**config.mk**
```make
export PLATFORM = sky130hd
export DESIGN_NAME = ysyx_22040895_wb_arbiter
export DESIGN_NICKNAME = d
export VERILOG_FILES = /design/src/rtl/ysyx_22040895_wb_arbiter_pkg.sv /design/src/rtl/ysyx_22040895_rr_pick3.sv /design/src/rtl/ysyx_22040895_wb_arbiter.sv
export SDC_FILE = /design/constraint.sdc
export NUM_CORES = 1
export LEC_CHECK = 0
export CAP_MARGIN = 25
export CORE_AREA = 2 2 141 143
export DETAILED_ROUTE_END_ITERATION = 8
export DIE_AREA = 0 0 143 145
export GPL_ROUTABILITY_DRIVEN = 0
export GPL_TIMING_DRIVEN = 0
export PLACE_DENSITY_LB_ADDON = 0.05
export SLEW_MARGIN = 20
export SYNTH_ARGS = -nofsm -noshare
export SYNTH_HDL_FRONTEND = slang
export SYNTH_SLANG_ARGS = --single-unit
```
**constraint.sdc**
```tcl
create_clock -name clk -period 2.1 [get_ports clk]
set_input_delay 0.315 -clock clk [delete_from_list [all_inputs] [get_ports clk]]
set_output_delay 0.315 -clock clk [all_outputs]
set_load 0.02 [all_outputs]
```
**src/rtl/ysyx_22040895_wb_arbiter_pkg.sv**
```systemverilog
// Shared constants for the write-back arbiter: source indices and count.
// Also supplies the regfile bus-width macros when the core's defines are absent.
`ifndef RegBus
`define RegBus 63:0
`endif
`ifndef RegAddrBus
`define RegAddrBus 4:0
`endif

package ysyx_22040895_wb_arbiter_pkg;

  localparam int         NSRC    = 3;
  localparam logic [1:0] SRC_ALU = 2'd0;
  localparam logic [1:0] SRC_LSU = 2'd1;
  localparam logic [1:0] SRC_MDU = 2'd2;

  // Encodes a one-hot grant as a source index; an empty grant maps to SRC_ALU.
  function automatic logic [1:0] onehot_to_idx(input logic [NSRC-1:0] oh);
    logic [1:0] idx;
    idx = SRC_ALU;
    if (oh[SRC_LSU]) idx = SRC_LSU;
    if (oh[SRC_MDU]) idx = SRC_MDU;
    return idx;
  endfunction

endpackage

```
**src/rtl/ysyx_22040895_rr_pick3.sv**
```systemverilog
// Combinational 3-way round-robin picker: the search starts one past `last`
// and wraps, returning a one-hot grant (all zero when nothing requests).
module ysyx_22040895_rr_pick3
  import ysyx_22040895_wb_arbiter_pkg::*;
(
  input  logic [NSRC-1:0] req,
  input  logic [1:0]      last,
  output logic [NSRC-1:0] gnt
);

  always_comb begin
    gnt = '0;
    case (last)
      SRC_ALU: begin
        if      (req[SRC_LSU]) gnt[SRC_LSU] = 1'b1;
        else if (req[SRC_MDU]) gnt[SRC_MDU] = 1'b1;
        else if (req[SRC_ALU]) gnt[SRC_ALU] = 1'b1;
      end
      SRC_LSU: begin
        if      (req[SRC_MDU]) gnt[SRC_MDU] = 1'b1;
        else if (req[SRC_ALU]) gnt[SRC_ALU] = 1'b1;
        else if (req[SRC_LSU]) gnt[SRC_LSU] = 1'b1;
      end
      // last == MDU (and the unused encoding 3) restart the search at the ALU.
      default: begin
        if      (req[SRC_ALU]) gnt[SRC_ALU] = 1'b1;
        else if (req[SRC_LSU]) gnt[SRC_LSU] = 1'b1;
        else if (req[SRC_MDU]) gnt[SRC_MDU] = 1'b1;
      end
    endcase
  end

endmodule

```
**src/rtl/ysyx_22040895_wb_arbiter.sv**
```systemverilog
// Write-back arbiter: grants one of ALU/LSU/MDU per cycle into a registered
// regfile write stage and forwards that in-flight write to both read ports.
// Define YSYX_22040895_WB_RR_EN for round-robin; otherwise fixed priority ALU > LSU > MDU.
//
// Handshake: a source transfers when valid_i & ready_o; ready_o is combinational,
// at most one is high, never without its valid, and never while rst is high.
module ysyx_22040895_wb_arbiter
  import ysyx_22040895_wb_arbiter_pkg::*;
(
  input  logic               clk,
  input  logic               rst,
  input  logic               alu_valid_i,
  input  logic               lsu_valid_i,
  input  logic               mdu_valid_i,
  output logic               alu_ready_o,
  output logic               lsu_ready_o,
  output logic               mdu_ready_o,
  input  logic [`RegAddrBus] alu_waddr_i,
  input  logic [`RegAddrBus] lsu_waddr_i,
  input  logic [`RegAddrBus] mdu_waddr_i,
  input  logic [`RegBus]     alu_wdata_i,
  input  logic [`RegBus]     lsu_wdata_i,
  input  logic [`RegBus]     mdu_wdata_i,
  output logic               we_o,
  output logic [`RegAddrBus] waddr_o,
  output logic [`RegBus]     wdata_o,
  input  logic [`RegAddrBus] raddr1_i,
  input  logic [`RegAddrBus] raddr2_i,
  output logic               fwd1_o,
  output logic               fwd2_o,
  output logic [`RegBus]     fwd_data_o,
  output logic [1:0]         last_grant_o
);

  logic [NSRC-1:0]   w_req;
  logic [NSRC-1:0]   w_gnt;
  logic [NSRC-1:0]   w_ready;
  logic              w_xfer;
  logic [1:0]        w_idx;
  logic [`RegAddrBus] w_waddr;
  logic [`RegBus]     w_wdata;

  logic              r_we;
  logic [`RegAddrBus] r_waddr;
  logic [`RegBus]     r_wdata;
  logic [1:0]        r_last_grant;

  assign w_req = {mdu_valid_i, lsu_valid_i, alu_valid_i};

`ifdef YSYX_22040895_WB_RR_EN
  ysyx_22040895_rr_pick3 u_pick (
    .req  (w_req),
    .last (r_last_grant),
    .gnt  (w_gnt)
  );
`else
  always_comb begin
    w_gnt = '0;
    if      (w_req[SRC_ALU]) w_gnt[SRC_ALU] = 1'b1;
    else if (w_req[SRC_LSU]) w_gnt[SRC_LSU] = 1'b1;
    else if (w_req[SRC_MDU]) w_gnt[SRC_MDU] = 1'b1;
  end
`endif

  // Pending requests are not acknowledged while reset is held.
  assign w_ready     = rst ? '0 : w_gnt;
  assign w_xfer      = |w_ready;
  assign alu_ready_o = w_ready[SRC_ALU];
  assign lsu_ready_o = w_ready[SRC_LSU];
  assign mdu_ready_o = w_ready[SRC_MDU];

  assign w_idx = onehot_to_idx(w_gnt);

  always_comb begin
    w_waddr = alu_waddr_i;
    w_wdata = alu_wdata_i;
    case (w_idx)
      SRC_LSU: begin
        w_waddr = lsu_waddr_i;
        w_wdata = lsu_wdata_i;
      end
      SRC_MDU: begin
        w_waddr = mdu_waddr_i;
        w_wdata = mdu_wdata_i;
      end
      default: begin
        w_waddr = alu_waddr_i;
        w_wdata = alu_wdata_i;
      end
    endcase
  end

  // x0 writes are accepted and captured but never enable the regfile.
  always_ff @(posedge clk or posedge rst) begin
    if (rst) begin
      r_we         <= 1'b0;
      r_waddr      <= '0;
      r_wdata      <= '0;
      r_last_grant <= SRC_MDU;
    end else if (w_xfer) begin
      r_we         <= (w_waddr != '0);
      r_waddr      <= w_waddr;
      r_wdata      <= w_wdata;
      r_last_grant <= w_idx;
    end else begin
      r_we         <= 1'b0;
    end
  end

  assign we_o         = r_we;
  assign waddr_o      = r_waddr;
  assign wdata_o      = r_wdata;
  assign fwd_data_o   = r_wdata;
  assign fwd1_o       = r_we & (r_waddr == raddr1_i) & (raddr1_i != '0);
  assign fwd2_o       = r_we & (r_waddr == raddr2_i) & (raddr2_i != '0);
  assign last_grant_o = r_last_grant;

endmodule

```
==> metrics <==
Post-CTS Hold Buffers=0; WHS=0.482 ns; worst skew pair latency=0.33 ns; Port Buffers=360; max cap viols=0; critical-path maximum fanout=2; DR iter-0 viols=149; post-synth top area share=0.385; CTS tree=yes; final core utilization=0.464; Post-synth ARST share=1.00; GR Overflow Total=0; Least-Margin Pin Slew=0.604 ns; Core ar.=19200 sq um; Post-synth top flop=dfrtp_1; Min-Delay Path Class=in2async; Layout Nets=1089; Post-Synth Adder-Cell Area=0; clock slew at reported path FFs=0.06 ns; CP peak stage delay=0.44 ns; Simple-Gate Fraction of Synth Area=0.0975; cell mode on critical path=nor3_1; initial antenna violation count=0; vias in the first global route=5253; vias per cell=4.41; register area share after synthesis=0.390; Final WS setup=0.118 ns; Total GRT Usage=0.186; Post-DP HPWL=16100 um; Synth Warn #=0; Routed wire per std cell=17.5 um; Worst Skew=0 ns; Cell Rows=51; largest net degree at the start of global routing=32; first-pass GRT wire length=29700 um; CP endpoint kind=output pin; largest family of logic cells by synthesized area=compound AO/OA/AOI/OAI gates; H-tree depth=3; number of synthesized flops with an enable pin=0; Reg2Reg Depth=2; Leak=0.00367 uW; Buf+Inv Stages, Crit Path=2; largest area contributor in the netlist=dfrtp_1; Slew Viols, Final=0; clk buf depth=2; pre-CTS WS=-0.752 ns; Synthesized Nets=716; CTS Root Cell=clkbuf_16; Netlist cell types=37; delay-heaviest family, CP=buffers and inverters; CTS Buf Count=9; Multi-input gate area=2150 sq um; proportion of synthesized area in mux cells=0.154; f_max=505 MHz; CP Launch Type=primary input; Fillers=1856; flops & latches, synth=72; DRC viols=0; fin crit share=0.944; syn_area_per_cell=9.35 sq um; top post-synthesis cells by area=dfrtp_1 38%, mux2_2 15%, buf_4 11%; width of the die=143 um; worst rel slew slack=0.598; Finished Cell Area=8910 sq um; status=finished clean; first drt pass iteration count=4; Critical Path RT=1.78 ns; Vias=5017; Initial Util=0.241; Final Hold Vio Count=0; ant diodes=0; RSZ-0062 raised after global routing=no; Synth-to-Final Area Change=92.8%; Mapped Area=4620 sq um; setup tns final=0 ns; die area=20700 sq um; Critical Path Stages=6; CP arrival=1.67 ns; fin crit period=1.98 ns; worst path cell trace=clkdlybuf4s50_1, nor4_1, nor3_1, a21oi_1, nor3_1, dlygate4sd2_1; xor and xnor area share after synthesis=0.0152; DRT antenna net count=0; final setup vio count=0; complex-gate fraction of the synthesized area=0.198; chip height=145 um; pwr/cell area=673 nW/um^2; # IOs=363; Sink Count=72; drt total wl=19900 um; Mapped Cells=494; layout cells sized above 1=0.204; WS Path Type=in2out; Peak VDD IR=0.346 mV; DP Area=8600 sq um; register area=1800 sq um; slowest cell on the critical path=clkdlybuf4s50_1
==> sequential cells by signal, summed over array words and instances (netlist names) <==
register / count
fwd_data_o: 64
waddr_o: 5
last_grant_o: 2
we_o: 1
==> cell usage after synthesis (2+ instances only) <==
master	count
o21ai_0	27
nor3_1	4
nor4_1	2
o221ai_1	3
buf_4	67
clkbuf_1	8
dfrtp_1	71
or4b_1	3
xor2_1	3
inv_1	2
o21ai_1	42
xnor2_1	5
a22oi_1	63
mux2_2	61
nand2_1	74
mux2_1	2
a21oi_1	5
nand3_1	2
nor2_1	3
nor2b_1	5
buf_1	3
buf_2	24
==> cells in the final DEF, fill, tap and decap left out, types with 5 or more instances in the layout <==
cell / netlist / routed
clkdlybuf4s50_1: 0 / 354
nand2_1: 74 / 74
dfrtp_1: 71 / 71
buf_4: 67 / 68
a22oi_1: 63 / 63
mux2_2: 61 / 61
o21ai_1: 42 / 42
o21ai_0: 27 / 27
buf_2: 24 / 20
clkbuf_16: 0 / 9
clkbuf_1: 8 / 8
nor2b_1: 5 / 5
a21oi_1: 5 / 5
xnor2_1: 5 / 5
==> cell families (layout without fill, tap and decap cells) <==
| group | count (synthesis) | after routing |
|---|---|---|
| flops | 72 | 72 |
| xor+xnor | 8 | 8 |
| buf+inv | 104 | 482 |
| mux | 63 | 63 |
| compound gates | 146 | 146 |
| simple gates | 101 | 101 |
==> where the power goes <==
part | internal [uW] | switching (uW) | total, uW
Sequential | 1600 | 207 | 1810
Clock | 860 | 609 | 1470
Combinational | 1570 | 1140 | 2720
Total | 4040 | 1960 | 6000
==> worst paths after layout <==
path | from | slack (ns) | endpoint
max | raddr1_i[0] | 0.12 | fwd1_o
min | rst | 0.48 | waddr_o[4]$_DFFE_PP0P_
max reg2reg | last_grant_o[1]$_DFFE_PP1P_ | 1.28 | last_grant_o[1]$_DFFE_PP1P_
min reg2reg | last_grant_o[0]$_DFFE_PP0P_ | 0.49 | last_grant_o[0]$_DFFE_PP0P_
max in group asynchronous | rst | 1.15 | fwd_data_o[46]$_DFFE_PP0P_
min in group clk | last_grant_o[0]$_DFFE_PP0P_ | 0.49 | last_grant_o[0]$_DFFE_PP0P_
==> layer usage <==
layer,track usage,share of wire,vias to the layer above
met5,0,0,-
met4,0.0554,0.015,0
met3,0.0502,0.084,20
met2,0.332,0.51,232
met1,0.215,0.39,2316
li1,-,-,2449
==> layout make-up <==
type / count / area share
repair buffers: 363 / 0.410
multi-input cells: 318 / 0.241
flip-flops and latches: 72 / 0.202
clock inverters: 5 / 0.00351
well taps: 265 / 0.0372
clock buffers: 11 / 0.0284
inverters: 2 / 0.00126
plain buffers: 101 / 0.0761
==> repair_timing <==
action	in CTS	in global routing
setup buffers	1	0
endpoints found under the setup margin	5	1
gates resized for setup	15	2
==> stage by stage <==
stage	std cells	power, uW
after floorplan	494	3100
after global placement	1119	4550
after detailed placement	1121	4570
after CTS	1137	6070
after global routing	1137	6310
final	1137	6000
(Power assumes the default switching activity.)
